**src/rtl/pc_gen_pkg.sv**
```systemverilog
// Shared constants for the program-counter generator: pc_src encodings and
// default vector addresses.
package pc_gen_pkg;

  localparam logic [2:0] SRC_SEQ    = 3'b000;
  localparam logic [2:0] SRC_BRANCH = 3'b001;
  localparam logic [2:0] SRC_JUMP   = 3'b010;
  localparam logic [2:0] SRC_JR     = 3'b011;
  localparam logic [2:0] SRC_ILLOP  = 3'b100;
  localparam logic [2:0] SRC_XADR   = 3'b101;
  localparam logic [2:0] SRC_ERET   = 3'b110;
  localparam logic [2:0] SRC_HOLD   = 3'b111;

  localparam logic [31:0] DEF_RESET_PC = 32'h8000_0000;
  localparam logic [31:0] DEF_ILLOP_PC = 32'h8000_0004;
  localparam logic [31:0] DEF_XADR_PC  = 32'h8000_0008;

endpackage

```
**src/rtl/pc_gen_if.sv**
```systemverilog
// Control/observation bundle between the fetch controller and pc_gen.
// No valid/ready handshake: every control input is sampled on each rising
// edge where stall=0, and every output reflects the current registered state.
interface pc_gen_if;
  logic        stall;
  logic [2:0]  pc_src;
  logic        br_taken;
  logic [31:0] ext_imm;
  logic [25:0] jt;
  logic [31:0] jr_addr;
  logic        link;
  logic        ret_hint;
  logic [31:0] pc;
  logic [31:0] plus4;
  logic [31:0] epc;
  logic        kmode;
  logic [31:0] ras_top;
  logic        ras_valid;

  modport master (
    output stall, pc_src, br_taken, ext_imm, jt, jr_addr, link, ret_hint,
    input  pc, plus4, epc, kmode, ras_top, ras_valid
  );

  modport slave (
    input  stall, pc_src, br_taken, ext_imm, jt, jr_addr, link, ret_hint,
    output pc, plus4, epc, kmode, ras_top, ras_valid
  );
endinterface

```
**src/rtl/pc_ras.sv**
```systemverilog
// Return-address stack: circular buffer where a push into a full stack
// overwrites the oldest entry, and a pop of an empty stack is ignored.
module pc_ras #(
  parameter int DEPTH = 4
) (
  input  logic        clk,
  input  logic        reset,
  input  logic        push,
  input  logic        pop,
  input  logic [31:0] wdata,
  output logic [31:0] top,
  output logic        valid
);
  localparam int PW = (DEPTH > 1) ? $clog2(DEPTH) : 1;
  localparam int CW = $clog2(DEPTH + 1);

  logic [31:0]   mem [DEPTH];
  logic [PW-1:0] wp;
  logic [CW-1:0] count;

  // wp names the next free slot, so the top entry always sits just below it.
  assign valid = (count != '0);
  assign top   = valid ? mem[wp - PW'(1)] : 32'h0;

  always_ff @(posedge clk) begin
    if (reset) begin
      wp    <= '0;
      count <= '0;
    end else if (push) begin
      mem[wp] <= wdata;
      wp      <= wp + PW'(1);
      if (count != CW'(DEPTH)) count <= count + CW'(1);
    end else if (pop && valid) begin
      wp    <= wp - PW'(1);
      count <= count - CW'(1);
    end
  end
endmodule

```
**src/rtl/pc_gen.sv**
```systemverilog
// Program-counter generator: target computation, next-PC selection,
// exception PC capture and return-address-stack prediction.
module pc_gen
  import pc_gen_pkg::*;
#(
  parameter logic [31:0] RESET_PC  = DEF_RESET_PC,
  parameter logic [31:0] ILLOP_PC  = DEF_ILLOP_PC,
  parameter logic [31:0] XADR_PC   = DEF_XADR_PC,
  parameter int          RAS_DEPTH = 4
) (
  input  logic     clk,
  input  logic     reset,
  pc_gen_if.slave  bus
);
  logic [31:0] pc_q, epc_q, pc_nxt, epc_nxt;
  logic [31:0] plus4, br_tgt, j_tgt;
  logic        kmode, push, pop;
  logic        unused_imm_hi;

  // The kernel bit is preserved across sequential increment.
  assign plus4  = {pc_q[31], pc_q[30:0] + 31'd4};
  assign br_tgt = plus4 + {bus.ext_imm[29:0], 2'b00};
  assign j_tgt  = {pc_q[31:28], bus.jt, 2'b00};
  assign kmode  = pc_q[31];
  assign unused_imm_hi = ^bus.ext_imm[31:30];

  always_comb begin
    pc_nxt  = pc_q;
    epc_nxt = epc_q;
    push    = 1'b0;
    pop     = 1'b0;
    if (!bus.stall) begin
      case (bus.pc_src)
        SRC_SEQ:    pc_nxt = plus4;
        SRC_BRANCH: pc_nxt = bus.br_taken ? br_tgt : plus4;
        SRC_JUMP: begin
          pc_nxt = j_tgt;
          push   = bus.link;
        end
        SRC_JR: begin
          pc_nxt = bus.jr_addr;
          pop    = bus.ret_hint;
        end
        SRC_ILLOP: begin
          pc_nxt  = ILLOP_PC;
          epc_nxt = pc_q;
        end
        // Interrupts are masked in kernel mode and fall through as sequential.
        SRC_XADR: begin
          if (kmode) begin
            pc_nxt = plus4;
          end else begin
            pc_nxt  = XADR_PC;
            epc_nxt = pc_q;
          end
        end
        SRC_ERET: pc_nxt = {1'b0, epc_q[30:0]};
        SRC_HOLD: pc_nxt = pc_q;
        default:  pc_nxt = pc_q;
      endcase
    end
  end

  always_ff @(posedge clk) begin
    if (reset) begin
      pc_q  <= RESET_PC;
      epc_q <= 32'h0;
    end else begin
      pc_q  <= pc_nxt;
      epc_q <= epc_nxt;
    end
  end

  pc_ras #(.DEPTH(RAS_DEPTH)) u_ras (
    .clk   (clk),
    .reset (reset),
    .push  (push),
    .pop   (pop),
    .wdata (plus4),
    .top   (bus.ras_top),
    .valid (bus.ras_valid)
  );

  assign bus.pc    = pc_q;
  assign bus.plus4 = plus4;
  assign bus.epc   = epc_q;
  assign bus.kmode = kmode;
endmodule

```
**src/flat_wrapper.sv**
```systemverilog
// flat-port wrapper written by rule: the top's interface ports become plain ports
module pc_gen_flat import pc_gen_pkg::*;
#(
  parameter logic [31:0] RESET_PC  = DEF_RESET_PC,
  parameter logic [31:0] ILLOP_PC  = DEF_ILLOP_PC,
  parameter logic [31:0] XADR_PC   = DEF_XADR_PC,
  parameter int          RAS_DEPTH = 4
)
  (clk, reset, bus_stall, bus_pc_src, bus_br_taken, bus_ext_imm, bus_jt, bus_jr_addr, bus_link, bus_ret_hint, bus_pc, bus_plus4, bus_epc, bus_kmode, bus_ras_top, bus_ras_valid);
  pc_gen_if bus_i ();
  input  logic clk;
  input  logic reset;
  input wire logic [$bits(bus_i.stall)-1:0] bus_stall;
  input wire logic [$bits(bus_i.pc_src)-1:0] bus_pc_src;
  input wire logic [$bits(bus_i.br_taken)-1:0] bus_br_taken;
  input wire logic [$bits(bus_i.ext_imm)-1:0] bus_ext_imm;
  input wire logic [$bits(bus_i.jt)-1:0] bus_jt;
  input wire logic [$bits(bus_i.jr_addr)-1:0] bus_jr_addr;
  input wire logic [$bits(bus_i.link)-1:0] bus_link;
  input wire logic [$bits(bus_i.ret_hint)-1:0] bus_ret_hint;
  output wire logic [$bits(bus_i.pc)-1:0] bus_pc;
  output wire logic [$bits(bus_i.plus4)-1:0] bus_plus4;
  output wire logic [$bits(bus_i.epc)-1:0] bus_epc;
  output wire logic [$bits(bus_i.kmode)-1:0] bus_kmode;
  output wire logic [$bits(bus_i.ras_top)-1:0] bus_ras_top;
  output wire logic [$bits(bus_i.ras_valid)-1:0] bus_ras_valid;
  assign bus_i.stall = bus_stall;
  assign bus_i.pc_src = bus_pc_src;
  assign bus_i.br_taken = bus_br_taken;
  assign bus_i.ext_imm = bus_ext_imm;
  assign bus_i.jt = bus_jt;
  assign bus_i.jr_addr = bus_jr_addr;
  assign bus_i.link = bus_link;
  assign bus_i.ret_hint = bus_ret_hint;
  assign bus_pc = bus_i.pc;
  assign bus_plus4 = bus_i.plus4;
  assign bus_epc = bus_i.epc;
  assign bus_kmode = bus_i.kmode;
  assign bus_ras_top = bus_i.ras_top;
  assign bus_ras_valid = bus_i.ras_valid;
  pc_gen #(.RESET_PC(RESET_PC), .ILLOP_PC(ILLOP_PC), .XADR_PC(XADR_PC), .RAS_DEPTH(RAS_DEPTH)) u_core (.clk(clk), .reset(reset), .bus(bus_i));
endmodule
```
**config.mk**
```make
export PLATFORM = sky130hd
export DESIGN_NAME = pc_gen_flat
export DESIGN_NICKNAME = d
export VERILOG_FILES = /design/src/rtl/pc_gen_pkg.sv /design/src/rtl/pc_gen_if.sv /design/src/rtl/pc_ras.sv /design/src/rtl/pc_gen.sv /design/src/flat_wrapper.sv
export SDC_FILE = /design/constraint.sdc
export NUM_CORES = 1
export LEC_CHECK = 0
export CAP_MARGIN = 10
export CORE_UTILIZATION = 25
export CTS_BUF_LIST = sky130_fd_sc_hd__clkbuf_2 sky130_fd_sc_hd__clkbuf_4 sky130_fd_sc_hd__clkbuf_8
export CTS_CLUSTER_DIAMETER = 80
export CTS_CLUSTER_SIZE = 10
export DETAILED_ROUTE_END_ITERATION = 8
export GPL_ROUTABILITY_DRIVEN = 0
export PLACE_DENSITY = 0.55
export RECOVER_POWER = 25
export SYNTH_ARGS = -nofsm -noshare
export SYNTH_HDL_FRONTEND = slang
export SYNTH_SLANG_ARGS = --single-unit
```
**constraint.sdc**
```tcl
create_clock -name clk -period 4.3 [get_ports clk]
set_input_delay 1.075 -clock clk [delete_from_list [all_inputs] [get_ports clk]]
set_output_delay 1.075 -clock clk [all_outputs]
set_load 0.005 [all_outputs]
```
==> flow_summary.ini, run 1 <==
[timing]
maxSlewViolCount = 0
fin_skew_ps = 25.49
rsz0062_at_grt = false
setup_tns_ps = 0
worstMarginPinSlew_ps = 958.2
min_period_over_period = 0.9497
min_period_ps = 4084
fin_ws_ps = 216.2
timing.hold.ws_ps = 482.4
slew_headroom = 0.3612
setup_viol = 0
clock.fmax_mhz = 244.9
hold_violations = 0

[synth]
synth_edf_count = 128
syn_area_um2 = 10640
synth_top_flop_cell = edfxtp_1
ys_types = 76
syn_inst = 999
yosys.area.top_type = edfxtp_1
synthesis.nets = 1136
synth_top_area_share = 0.3611
avgSynthCellArea_um2 = 10.65
synth-seq-cells = 197
yosys_warnings = 0
ys_seq_area_frac = 0.4909
netlist_top_cells_area = edfxtp_1 36%, dfxtp_1 13%, mux4_2 6.8%, nand2_1 4.5%, a21oi_1 4.4%
async_reset_ff_frac = 0

[worst_setup_path]
cp_data_required_time_ps = 3220
crit_chain = and4_1 > nor4b_4 > and2_1 > buf_4 > nand3_1 > xnor2_2 > buf_4 > clkdlybuf4s50_1
path_max_fanout = 6
slowest_stage = clkdlybuf4s50_1
regToRegSetupSlack_ps = 480
slowest_delay_ps = 520
crit_type = flip-flop to output pin
cp.buffers_inverters = 3
start_kind = flip-flop
cpLargestDelayFamily = simple AND/OR/NAND/NOR gates
crit_top_cell = buf_4
cp.arrival_ps = 3010
crit_path_end_kind = output pin

[clocking]
cts.hold.buffers_added = 0
cts_root_buf = clkbuf_8
cts_buffers = 17
cts_tree = yes
clk_path_buf_depth = 2
clock_sinks = 197
clk_latency_ps = 490
clk_pin_slew_ps = 130
htreeDepth = 4

[floorplan]
die-area_um2 = 43410
pin_count = 229
rows = 75
die_w_um = 208.3
die_h_um = 208.3
start_util = 0.2538
core_area_um2 = 41950

[global_routing]
grt_pass1_vias = 8917
antenna_found_initial = 0
groute.usage.overall = 0.1678
grt_pass1_wl_mm = 54.72
gr-total-overflow = 0
grt_max_degree = 35

[place]
placed_cell_area_um2 = 13880
placedCellCount = 1773
io_buffer_count = 226
hpwl_mm = 27.73
place_ws_ps = 79.79

[finish]
nNetsFinal = 1391
final_area_um2 = 14270
drive_above_1_share = 0.1263
synthToLayoutAreaGrowth_pct = 34.11
layout_commonest_cell = clkdlybuf4s50_1
layout_common_cells = 224 x clkdlybuf4s50_1, 129 x nand2_1, 128 x edfxtp_1
layoutNonFillerInstCount = 1809

[detailed_routing]
first_pass_iters = 5
ant_nets = 0
drt_iter0_markers = 640
wl_per_cell_um = 20.35
vias_per_cell = 4.945
via_count = 8946
wl_mm = 36.82
drc = 0

[status]
status = complete, no violations

[pwr]
leakage_nw = 4.969
ir_drop_mv = 0.1832
p_per_area_nw_per_um2 = 295.8

[job]
maxCapViolCount = 0

[worst_hold_path]
hp-class = flip-flop to flip-flop
-- through the flow --
| step | utilization | total power (W) |
|---|---|---|
| 2_1_floorplan | - | 0.002603 |
| 3_3_place_gp | 0.3309 | 0.003065 |
| 3_5_place_dp | 0.3309 | 0.003071 |
| 4_1_cts | 0.3405 | 0.004275 |
| 5_1_grt | 0.3401 | 0.004408 |
| 6_report | 0.3403 | 0.004222 |
-- registers in the layout, indices dropped and copies added, names as in the netlist --
register	cells
u_core.u_ras.count	3
u_core.u_ras.wp	2
u_core.u_ras.mem	128
u_core.bus.epc	32
u_core.bus.pc	32
-- synth_stat cells, drive strengths merged (4+ instances only) --
library cell and instances:
nand2 129, clkbuf 44, inv 14, xor2 20, and2 9, nor2b 37, nor3 31, nor2 71
nand2b 4, buf 24, o21bai 5, o21ai 24, mux2i 8, o211ai 5, and3 13, nand4 11
a211oi 12, or3 5, mux4 32, a221oi 21, a221o 4, dfxtp 69, nand3 19, a21oi 97
edfxtp 128, xnor2 31, o21a 5, a21o 13, ha 36, a22oi 23, a31oi 6
-- worst paths after layout --
kind                      startpoint                 end  cells past startpoint
hold / removal    u_core.bus.epc[27]  u_core.bus.epc[27]                      2
setup reg to reg   u_core.bus.pc[10]   u_core.bus.pc[31]                     15
setup / recovery   u_core.bus.pc[18]       bus_plus4[23]                      8
hold reg to reg   u_core.bus.epc[27]  u_core.bus.epc[27]                      2
-- metal layers --
metal  routed length [um]  vias up  part of all wire  GRT usage
met5                    0        -                 0          0
met1                17040     4422              0.46     0.2254
li1                     -     4235                 -          -
met2                17520      261              0.48     0.2794
met4                  559        0             0.015    0.04572
met3                 1699       28             0.046    0.02566
-- area by class of cell --
| type | count | area [um^2] |
|---|---|---|
| Antenna cell | 3 | 7.507 |
| Clock inverter | 15 | 147.6 |
| Sequential cell | 197 | 5229 |
| Clock buffer | 17 | 234.0 |
| Multi-Input combinational cell | 720 | 5126 |
| Fill cell | 4244 | 27670 |
| Inverter | 14 | 52.55 |
| Tap cell | 539 | 674.4 |
| Timing Repair Buffer | 304 | 2804 |
-- report_power, final --
group	internal, W	switching [W]
clock	0.000435	0.000764
combinational	0.000437	0.000490
sequential	0.00205	0.0000423
-- repair_timing --
| item | in CTS | in global routing |
|---|---|---|
| endpoints found under the setup margin | 6 | 3 |
| resized for setup | 3 | 8 |
| pin swaps | 0 | 1 |
| buffers inserted | 0 | 1 |
-- kinds of logic after synthesis --
kind of cell    share of synthesized area
compound gates                     0.1527
simple gates                       0.1574
buf+inv                           0.03468
flops                              0.4909
fa+ha+maj                         0.04608
mux                               0.07629
xor+xnor                          0.04197
-- worst reg2reg max path: stages, from the launching register on --
cell	delay, ps
dfxtp_1	480
nand4_1	120
buf_4	180
nor2_1	350
and3_1	240
nand2_1	70
xnor2_1	150
ha_1	430
o21ai_0	130
o21bai_1	170
a211oi_1	120
or3_2	470
o211ai_2	150
a41oi_2	220
xnor2_1	170
a211o_1	260
No activity file was read; power rests on OpenSTA's default activity.
==> run 2, diff against run 1 <==
- CORE_UTILIZATION: 25 -> 31
- PLACE_DENSITY: 0.55 -> unset
- clock period: 4.3 -> 4.5 ns (I/O delays scaled with it)
==> flow_summary.ini, run 2 (synthesis results as in run 1) <==
[finish]
final_area_um2 = 14080
regArea_um2 = 5226
largest_register_ffs = 128
diodes = 0
nNetsFinal = 1375
synthToLayoutAreaGrowth_pct = 32.27
layoutNonFillerInstCount = 1699
layout_common_cells = 225 x clkdlybuf4s50_1, 129 x nand2_1, 128 x edfxtp_1
n_fill_cell = 3259
regMostFlops = u_core.u_ras.mem
drive_above_1_share = 0.1199
layout_commonest_cell = clkdlybuf4s50_1
multi_input_area_um2 = 5099

[worst_setup_path]
crit_chain = nand4_1 > nor4b_2 > and2_1 > nand3_1 > xnor2_1 > buf_4 > clkdlybuf4s50_1
slowest_delay_ps = 510
r2r-start = u_core.bus.pc[3]
critPathCapture = bus_plus4[25]
cp.arrival_ps = 3160
rr_worst_depth = 16
slowest_stage = dfxtp_1
crit_type = flip-flop to output pin
path_max_fanout = 8
start_kind = flip-flop
cpLargestDelayFamily = simple AND/OR/NAND/NOR gates
cp.buffers_inverters = 2
worst-path-stages = 7
cp_data_required_time_ps = 3380
r2r-end = u_core.bus.pc[28]
regToRegSetupSlack_ps = 420
startpoint = u_core.bus.pc[9]
crit_path_end_kind = output pin

[floorplan]
core_area_um2 = 33700
rows = 67
die-area_um2 = 35080
pin_count = 229
start_util = 0.3158
die_h_um = 187.3
die_w_um = 187.3

[global_routing]
antenna_found_initial = 0
grt_pass1_wl_mm = 51.85
groute.usage.overall = 0.1944
grt_pass1_vias = 8578
grt_max_degree = 37
gr-total-overflow = 0

[pwr]
p_switching_w = 0.001270
clkPwrFrac = 0.298
internal_power_w = 0.002811
leakage_nw = 4.896
swShare = 0.3111
p_seq_frac = 0.494
p_per_area_nw_per_um2 = 289.9
combPwrFrac = 0.208
p_total_w = 0.004081
ir_drop_mv = 0.1576

[detailed_routing]
ant_nets = 0
via_count = 8870
drc = 0
wl_mm = 34.60
wl_per_cell_um = 20.36
vias_per_cell = 5.221
drt_iter0_markers = 682
first_pass_iters = 5

[timing]
fin_skew_ps = 30.65
worstMarginPinSlew_ps = 815.0
min_period_ps = 4282
maxSlewViolCount = 0
setup_viol = 0
clock.fmax_mhz = 233.5
rsz0062_at_grt = true
min_period_over_period = 0.9515
hold_violations = 0
fin_ws_ps = 218.1
slew_headroom = 0.4528
setup_tns_ps = 0

[job]
maxCapViolCount = 0

[place]
placed_cell_area_um2 = 13640
hpwl_mm = 26.03
place_ws_ps = 137.3
placedCellCount = 1667
io_buffer_count = 226

[clocking]
clk_latency_ps = 490
cts_tree = yes
cts.hold.buffers_added = 0
clk_pin_slew_ps = 130
htreeDepth = 4
clk_path_buf_depth = 2
clock_sinks = 197
cts_buffers = 17
postCtsSetupBuffers = 0
cts_root_buf = clkbuf_8
cts_resized = 0

[status]
status = complete, no violations

[worst_hold_path]
hp-class = flip-flop to flip-flop
## run 2: cell count changes in the layout (fill, tap and decap cells not counted), moves of 2 or more
cell	before	now
inv_8	4	1
dfxtp_2	3	1
dfxtp_1	66	68
inv_6	6	2
clkinv_4	1	3
diode_2	3	0
clkinv_8	2	6
buf_4	59	53
inv_12	0	3
clkbuf_1	17	8
## run 2: how the worst min path moves through the flow
stage,start,to,slack [ps],cells past startpoint
final,u_core.bus.epc[6],u_core.bus.epc[6],480,2
after global routing,u_core.bus.epc[6],u_core.bus.epc[6],500,2
after CTS,u_core.bus.epc[7],u_core.bus.epc[7],480,2
after detailed placement,u_core.bus.epc[6],u_core.bus.epc[6],470,2
after global placement,u_core.bus.epc[4],u_core.bus.epc[4],460,2
after floorplan,u_core.bus.pc[13],u_core.bus.epc[13],460,2
## run 2: through the flow
stage / utilization / hold slack (ps)
CTS: 0.4178 / 483.1
global placement: 0.4048 / 458.7
floorplan: - / 461.0
finish: 0.4178 / 479.1
detailed placement: 0.4048 / 465.4
global route: 0.4178 / 500.0
## run 2: final cells by class
cell class,instances,area share
inverter,14,0.003733
clock buffer,17,0.01662
sequential,197,0.3712
multi-input combinational,720,0.3622
clock inverter,15,0.01431
tap,448,0.03982
timing repair buffer,288,0.1921
## run 2: power by group through the flow
| stage | registers, W | logic (W) | clock network [W] |
|---|---|---|---|
| 5_1_grt | 0.00202 | 0.000918 | 0.00131 |
| 3_3_place_gp | 0.00206 | 0.000842 | 0 |
| 3_5_place_dp | 0.00206 | 0.000848 | 0 |
| 6_report | 0.00202 | 0.000848 | 0.00122 |
| 2_1_floorplan | 0.00204 | 0.000448 | 0 |
| 4_1_cts | 0.00202 | 0.000853 | 0.00125 |
## run 2: metal layers
| layer | vias to the layer above | part of all wire | wire length (um) | track usage |
|---|---|---|---|---|
| li1 | 4206 | - | - | - |
| met1 | 4332 | 0.45 | 15450 | 0.2602 |
| met2 | 294 | 0.49 | 16860 | 0.3274 |
| met3 | 38 | 0.048 | 1648 | 0.02477 |
| met4 | 0 | 0.018 | 640 | 0.05706 |
| met5 | - | 0 | 0 | 0 |
## run 2: tightest hold or removal path, cell delays in order, from the launching register on
cell and delay (ps):
dfxtp_1 340, nand2_1 50, a21oi_1 50
==> run 3, diff against run 2 <==
- CORE_MARGIN: unset -> 3
==> flow_summary.ini, run 3 (synthesis results as in run 1) <==
[detailed_routing]
vias_per_cell = 5.206
via_count = 8830
wl_per_cell_um = 20.92
drc = 0
drt_iter0_markers = 727
wl_met3_mm = 1.865
met2WireLength_mm = 17.36
wl_mm = 35.49
wl_met1_mm = 15.97
ant_nets = 0
dr.max_layer_used = met4
first_pass_iters = 6

[floorplan]
pin_count = 229
start_util = 0.3158
rows = 67
core_area_um2 = 33700
die_w_um = 191.3
die_h_um = 191.3
die-area_um2 = 36600

[timing]
maxSlewViolCount = 0
hold_violations = 0
fin_ws_ps = 189.1
setup_viol = 0
clock.fmax_mhz = 232.0
min_period_ps = 4311
fin_skew_ps = 23.48
setup_tns_ps = 0
min_period_over_period = 0.9580
worstMarginPinSlew_ps = 823.3
slew_headroom = 0.4511

[worst_setup_path]
path_max_fanout = 8
crit_path_end_kind = output pin
crit_chain = ha_1 > nand3_1 > nor3_4 > nand3_2 > xnor2_1 > clkbuf_1 > clkdlybuf4s50_1
worst-path-stages = 7
r2r-end = u_core.bus.pc[26]
crit_type = flip-flop to output pin
cp_data_required_time_ps = 3380
start_kind = flip-flop
rr_worst_depth = 14
cp.arrival_ps = 3190
regToRegSetupSlack_ps = 430
slowest_delay_ps = 620
r2r-start = u_core.bus.pc[7]
cpLargestDelayFamily = buffers and inverters
slowest_stage = clkdlybuf4s50_1
cp.buffers_inverters = 2

[finish]
n_fill_cell = 3244
regArea_um2 = 5226
diodes = 0
synthToLayoutAreaGrowth_pct = 31.90
drive_above_1_share = 0.1122
multi_input_area_um2 = 5095
nNetsFinal = 1372
layout_common_cells = 225 x clkdlybuf4s50_1, 129 x nand2_1, 128 x edfxtp_1
layout_commonest_cell = clkdlybuf4s50_1
largest_register_ffs = 128
regMostFlops = u_core.u_ras.mem
fin_util = 0.4166

[global_routing]
gr-total-overflow = 0
antenna_found_initial = 0
grt_pass1_wl_mm = 53.05
groute.usage.overall = 0.1914
grt_max_degree = 52
grt_pass1_vias = 8665

[pwr]
ir_drop_mv = 0.2057
leakage_nw = 4.866
p_per_area_nw_per_um2 = 289.8

[place]
hpwl_mm = 26.36
io_buffer_count = 226
place_ws_ps = 167.2

[job]
maxCapViolCount = 0

[worst_hold_path]
hp-class = flip-flop to flip-flop
hold-path-endpoint = u_core.bus.epc[0]
min_from = u_core.bus.epc[0]
min_path_cells = 2

[clocking]
clock_sinks = 197
cts_root_buf = clkbuf_8
cts_buffers = 17
clk_latency_ps = 480
clk_path_buf_depth = 2
clk_pin_slew_ps = 110
cts_tree = yes
htreeDepth = 4

[status]
status = complete, no violations
==> run 3: report_power, final <==
group | total [W] | internal, W | switching, W
clock | 0.00120 | 0.000437 | 0.000764
combinational | 0.000852 | 0.000404 | 0.000448
sequential | 0.00202 | 0.00196 | 0.0000531
total | 0.00407 | 0.00280 | 0.00126
==> run 3: through the flow <==
stage	std cells	hold slack (ps)	cell area, um^2	total power [W]
floorplan	999	461.0	10640	0.002488
global placement	1664	458.2	13630	0.002901
detailed placement	1664	466.2	13630	0.002910
CTS	1696	479.0	14070	0.004107
global route	1696	498.3	14040	0.004257
finish	1696	476.2	14040	0.004069
==> run 3: per-layer routing <==
layer	up-vias	track usage
met5	-	0
met4	0	0.03613
met3	22	0.03576
met2	282	0.3196
met1	4337	0.2619
li1	4189	-
==> run 3: cell type report <==
type | count | area share
clock buffers | 17 | 0.01667
clock inverters | 15 | 0.01390
inverters | 14 | 0.003743
multi-input cells | 720 | 0.3629
flip-flops and latches | 197 | 0.3722
well taps | 448 | 0.03993
repair buffers | 285 | 0.1906
==> run 3: worst max path at each step <==
| stage | from | endpoint | slack (ps) |
|---|---|---|---|
| finish | u_core.bus.pc[3] | bus_plus4[22] | 190 |
| global route | u_core.bus.pc[9] | bus_plus4[25] | -30 |
| CTS | u_core.bus.pc[3] | bus_plus4[24] | 50 |
| detailed placement | bus_ext_imm[0] | u_core.bus.pc[28] | 170 |
| global placement | bus_ext_imm[0] | u_core.bus.pc[28] | 190 |
| floorplan | u_core.u_ras.wp[0] | bus_ras_top[10] | 960 |
==> run 3: repair_timing <==
item / CTS / global route
resized for setup: 1 / 3
setup buffers: 0 / 0
setup endpoints to repair: 1 / 4
pin swaps: 0 / 1
hold buffers: 0 / 0
==> run 3: worst min-delay path, stage by stage, from the launching register on <==
cell and delay, ps:
dfxtp_1 340, nand2_1 50, a21oi_1 50
